==> src/rtl/hazard_stall_unit.sv <==
// Load-use / branch / memory-wait hazard controller beside the ID/EX boundary.
// Optional performance counters are built only when HAZARD_PERF_CNT_EN is defined.
module hazard_stall_unit #(
    parameter int unsigned MEM_TIMEOUT = 255,
    parameter int unsigned CNT_W       = 32
) (
    input  logic             clk,
    input  logic             rst_n,
    input  logic [4:0]       rs1ID,
    input  logic [4:0]       rs2ID,
    input  logic             usesRs1ID,
    input  logic             usesRs2ID,
    input  logic [4:0]       rdEX,
    input  logic             lwEX,
    input  logic             EscRegEX,
    input  logic             branchTakenEX,
    input  logic             memReqMEM,
    input  logic             memReadyMEM,
    output logic             stallPC,
    output logic             stallIFID,
    output logic             flushIFID,
    output logic             flushIDEX,
    output logic             freezeAll,
    output logic             memTimeout,
    output logic [CNT_W-1:0] stallCount,
    output logic [CNT_W-1:0] flushCount,
    output logic [CNT_W-1:0] freezeCount
);

    localparam logic [0:0]  ST_RUN       = 1'b0;
    localparam logic [0:0]  ST_MEMWAIT   = 1'b1;
    localparam logic [15:0] TIMEOUT_LAST = 16'(MEM_TIMEOUT - 1);
    localparam logic [15:0] WAIT_MAX     = 16'hFFFF;

    logic [0:0]  r_state;
    logic [0:0]  w_state_next;
    logic [15:0] r_wait_cnt;
    logic [15:0] w_wait_cnt_next;
    logic        r_mem_timeout;
    logic        w_load_use;
    logic        w_mem_wait;
    logic        w_freeze;
    logic        w_flush_br;
    logic        w_stall_lu;

    // Hazard detection and priority resolution; every control is gated off during reset.
    always_comb begin
        w_load_use = lwEX & ~EscRegEX & (rdEX != 5'd0) &
                     ((usesRs1ID & (rs1ID == rdEX)) | (usesRs2ID & (rs2ID == rdEX)));
        w_mem_wait = memReqMEM & ~memReadyMEM;
        w_freeze   = rst_n & w_mem_wait;
        w_flush_br = rst_n & ~w_mem_wait & branchTakenEX;
        w_stall_lu = rst_n & ~w_mem_wait & ~branchTakenEX & w_load_use;
    end

    // Zero-latency pipeline control outputs.
    always_comb begin
        stallPC   = w_freeze | w_stall_lu;
        stallIFID = w_freeze | w_stall_lu;
        flushIFID = w_flush_br;
        flushIDEX = w_flush_br | w_stall_lu;
        freezeAll = w_freeze;
    end

    // Next-state logic for the RUN / MEMWAIT controller.
    always_comb begin
        w_state_next = r_state;
        case (r_state)
            ST_RUN: begin
                if (w_mem_wait) begin
                    w_state_next = ST_MEMWAIT;
                end else begin
                    w_state_next = ST_RUN;
                end
            end
            ST_MEMWAIT: begin
                if (memReadyMEM || !memReqMEM) begin
                    w_state_next = ST_RUN;
                end else begin
                    w_state_next = ST_MEMWAIT;
                end
            end
            default: w_state_next = ST_RUN;
        endcase
    end

    // waitCnt holds the number of waiting cycles already completed, so it is 0 on the first one.
    always_comb begin
        w_wait_cnt_next = 16'd0;
        if (w_mem_wait) begin
            if (r_wait_cnt != WAIT_MAX) begin
                w_wait_cnt_next = r_wait_cnt + 16'd1;
            end else begin
                w_wait_cnt_next = r_wait_cnt;
            end
        end else begin
            w_wait_cnt_next = 16'd0;
        end
    end

    // State, watchdog counter and sticky timeout flag.
    always_ff @(posedge clk) begin
        if (!rst_n) begin
            r_state       <= ST_RUN;
            r_wait_cnt    <= 16'd0;
            r_mem_timeout <= 1'b0;
        end else begin
            r_state    <= w_state_next;
            r_wait_cnt <= w_wait_cnt_next;
            if (w_mem_wait && (r_wait_cnt == TIMEOUT_LAST)) begin
                r_mem_timeout <= 1'b1;
            end else begin
                r_mem_timeout <= r_mem_timeout;
            end
        end
    end

    assign memTimeout = r_mem_timeout;

`ifdef HAZARD_PERF_CNT_EN
    localparam logic [CNT_W-1:0] CNT_MAX = {CNT_W{1'b1}};

    logic [CNT_W-1:0] r_stall_cnt;
    logic [CNT_W-1:0] r_flush_cnt;
    logic [CNT_W-1:0] r_freeze_cnt;

    function automatic logic [CNT_W-1:0] sat_inc(input logic [CNT_W-1:0] v, input logic en);
        return (en && (v != CNT_MAX)) ? (v + {{(CNT_W-1){1'b0}}, 1'b1}) : v;
    endfunction

    // Saturating event counters.
    always_ff @(posedge clk) begin
        if (!rst_n) begin
            r_stall_cnt  <= {CNT_W{1'b0}};
            r_flush_cnt  <= {CNT_W{1'b0}};
            r_freeze_cnt <= {CNT_W{1'b0}};
        end else begin
            r_stall_cnt  <= sat_inc(r_stall_cnt, w_stall_lu);
            r_flush_cnt  <= sat_inc(r_flush_cnt, w_flush_br);
            r_freeze_cnt <= sat_inc(r_freeze_cnt, w_freeze);
        end
    end

    assign stallCount  = r_stall_cnt;
    assign flushCount  = r_flush_cnt;
    assign freezeCount = r_freeze_cnt;
`else
    assign stallCount  = {CNT_W{1'b0}};
    assign flushCount  = {CNT_W{1'b0}};
    assign freezeCount = {CNT_W{1'b0}};
`endif

endmodule

==> config.mk <==
export PLATFORM = sky130hd
export DESIGN_NAME = hazard_stall_unit
export DESIGN_NICKNAME = d
export VERILOG_FILES = /design/src/rtl/hazard_stall_unit.sv
export SDC_FILE = /design/constraint.sdc
export NUM_CORES = 1
export LEC_CHECK = 0
export BUFFER_PORTS_ARGS = -buffer_cell sky130_fd_sc_hd__buf_4
export CORE_MARGIN = 1
export CORE_UTILIZATION = 43
export DETAILED_ROUTE_END_ITERATION = 6
export GPL_ROUTABILITY_DRIVEN = 0
export PLACE_DENSITY = 0.86
export SLEW_MARGIN = 30
export SYNTH_ARGS = -nofsm -noshare
export SYNTH_HDL_FRONTEND = slang
export SYNTH_SLANG_ARGS = --single-unit
==> constraint.sdc <==
create_clock -name clk -period 2 [get_ports clk]
set_input_delay 0.2 -clock clk [delete_from_list [all_inputs] [get_ports clk]]
set_output_delay 0.2 -clock clk [all_outputs]
set_load 0.01 [all_outputs]
==> run summary <==
Outcome: finished clean
Cell Chain, Critical Path: ha_1 -> nand4_4 -> nor4_1 -> mux2i_1 -> nor2_1
Area of placed instances: 0.00187 sq mm
Kind of path behind the tightest hold check: in -> reg
WL/cell: 10.6 um
DIE WIDTH: 69.6 um
Overflow left after global routing: 0
Crit path DAT: 1.91 ns
Peak fanout along the critical path: 9
Leakage power: 0.864 nW
TritonCTS clock tree: done
Starting density of the core: 0.448
Placeable Area: 0.00438 sq mm
Initial detailed-routing violation count: 139
Layout Area Growth over Synthesis: -2.67%
CTS clock-pin slew for the worst setup and hold paths: 0.07 ns
Maximum capacitance violations: 0
Family of cells with the greatest summed delay on the critical path: simple AND/OR/NAND/NOR gates
Standard-cell row count: 24
Buffers on Ports: 29
Combined buffer and inverter count along the critical path: 0
Setup TNS: 0 ns
Hold WS: 0.302 ns
Average size of a mapped cell: 8.40 sq um
Post-Place Setup Slack: 0.243 ns
Commonest non-fill, non-tap cell in the layout: conb_1
Detailed-route via count: 1375
Global-route usage over all layers: 0.140
H-tree depth: 1
Largest stage delay on the critical path: 0.44 ns
Ant. Diodes: 0
Drt drc: 0
Wire length reported by the detailed router: 3340 um
Data required, critical path: 2.15 ns
Layout Nets: 290
Post CTS Setup Buffer Count: 0
Critical path's slowest cell: dfxtp_1
Post-Synthesis Cell Area: 0.00197 sq mm
Setup repair after global routing missed its margin: false
Initial DRT Pass Iterations: 4
Bufs on Longest Clock Path: 2
Kind of critical path: reg -> reg
Final count of negative-setup-slack endpoints: 0
Total count of hold-check failures in the final report: 0
Clock root buffer: clkbuf_8
Antenna violations before repair: 0
Post-CTS sizing: 0
Pin count of the biggest net entering global routing: 14
Clock insertion delay at the later pin of the skew report: 0.26 ns
Number of buffers added to fix hold violations after cts: 0
Worst Setup Start Kind: register
Final Max Tran Viols: 0
Die footprint: 0.00485 sq mm
Post-Synthesis Cells: 234
Capturing element type of the critical path: register
Share of post-route cells with drive strength above 1: 0.202
Power per cell area: 403 mW/mm^2
Die span in y: 69.6 um
Final Instance Area: 0.00191 sq mm
HPWL reported at the end of detailed placement: 2680 um
Fmax achieved: 569 MHz
Global-route wire length before repair: 5510 um
Via count of the first global-routing pass: 1156
Distinct cells, synth: 52
Number of storage elements in the synthesis netlist: 17
Portion of the post-synthesis area used by sequential elements: 0.173
Filler cell count in the final layout: 441
Clock period minus final worst setup slack: 1.76 ns
Top library cells by usage in the layout, fill and taps aside: conb_1, buf_4, nand2_1, dfxtp_1, xor2_1
PnR worst setup slack: 0.242 ns
Vias/cell: 4.37
CTS sink cnt: 17
Number of warnings issued by yosys: 0
Final setup skew: 0.00925 ns
Crit share post-route: 0.879
Detail Route Antenna Nets: 0
Count of boundary I/O pins: 126
Peak supply drop: 0.163 mV
Cts bufs inserted: 3
stage by stage:
| stage | total power [mW] | cells | util |
|---|---|---|---|
| 5_1_grt | 0.812 | 315 | 0.436 |
| 6_report | 0.770 | 315 | 0.436 |
| 3_5_place_dp | 0.521 | 311 | 0.426 |
| 3_3_place_gp | 0.520 | 311 | 0.426 |
| 2_1_floorplan | 0.605 | 329 | - |
| 4_1_cts | 0.776 | 315 | 0.436 |
worst reg2reg max path, cell delays in order (launching register included):
cell     delay [ns]
dfxtp_1        0.44
ha_1           0.34
nand4_4        0.22
nor4_1         0.38
mux2i_1        0.23
nor2_1         0.05
sequential cells by signal, summed over array words and instances, names as in the netlist:
register / cells
memTimeout: 1
r_wait_cnt: 16
per-layer routing:
layer	track usage	routed length, um	vias to the layer above	share of wire
li1	-	-	667	-
met1	0.171	1320	608	0.39
met2	0.235	1680	96	0.50
met3	0.0465	307	4	0.092
met4	0.0400	39	0	0.012
met5	0	0	-	0
area by class of cell:
type	instances	area, sq um	area share
multi-input combinational	205	1210	0.630
clock inverter	1	5.00	0.00262
timing repair buffer	31	233	0.122
inverter	6	22.5	0.0118
clock buffer	3	41.3	0.0216
tap	52	65.1	0.0340
sequential	17	340	0.178
logic make-up (layout without fill, tap and decap cells):
| group | Yosys count | count (layout) | share of synthesized area |
|---|---|---|---|
| xor+xnor | 10 | 10 | 0.0446 |
| simple gates | 62 | 62 | 0.226 |
| buf+inv | 107 | 41 | 0.395 |
| flops | 17 | 17 | 0.173 |
| compound gates | 28 | 28 | 0.111 |
| other cells | 1 | 96 | 0.00191 |
| mux | 7 | 7 | 0.0356 |
| fa+ha+maj | 2 | 2 | 0.0127 |
power by group:
group / internal [mW] / switching [mW] / leakage [nW]
Clock: 0.138 / 0.117 / 0.0255
Sequential: 0.340 / 0.00169 / 0.137
Combinational: 0.0542 / 0.119 / 0.702
synth_stat cells, drive strengths merged:
cell | n | area, sq um
o31ai | 1 | 7.51
mux2i | 7 | 70.1
o31a | 1 | 8.76
or3 | 4 | 26.3
ha | 2 | 25.0
conb | 1 | 3.75
nor2 | 5 | 26.3
a2111o | 2 | 22.5
and3 | 3 | 23.8
nand3 | 10 | 90.1
a21boi | 1 | 11.3
a2111oi | 1 | 27.5
a32oi | 1 | 8.76
o311ai | 1 | 8.76
a41oi | 1 | 8.76
nor3 | 3 | 26.3
nand2b | 1 | 13.8
o21ai | 5 | 25.0
clkbuf | 1 | 3.75
o21bai | 2 | 15.0
inv | 6 | 22.5
or4 | 2 | 15.0
dfxtp | 17 | 340
nor4 | 8 | 77.6
buf | 100 | 749
nand4 | 3 | 33.8
a31oi | 1 | 6.26
nor3b | 1 | 12.5
or2 | 1 | 6.26
xnor2 | 2 | 17.5
a211oi | 3 | 22.5
nand2 | 18 | 70.1
or4b | 1 | 10.0
and2 | 1 | 6.26
xor2 | 8 | 70.1
a21oi | 6 | 30.0
a21o | 1 | 7.51
nor2b | 1 | 6.26
o41ai | 1 | 8.76
worst paths after layout:
kind,end,depth (start not counted),from,slack (ns)
worst max register to register,r_wait_cnt[12]$_SDFFE_PN0P_,5,r_wait_cnt[1]$_SDFFE_PN0P_,0.24
worst min-delay path,memTimeout$_SDFFE_PN0P_,3,rst_n,0.30
worst max-delay path,r_wait_cnt[12]$_SDFFE_PN0P_,5,r_wait_cnt[1]$_SDFFE_PN0P_,0.24
worst min register to register,r_wait_cnt[11]$_SDFFE_PN0P_,2,r_wait_cnt[11]$_SDFFE_PN0P_,0.53
(Power assumes the default switching activity.)
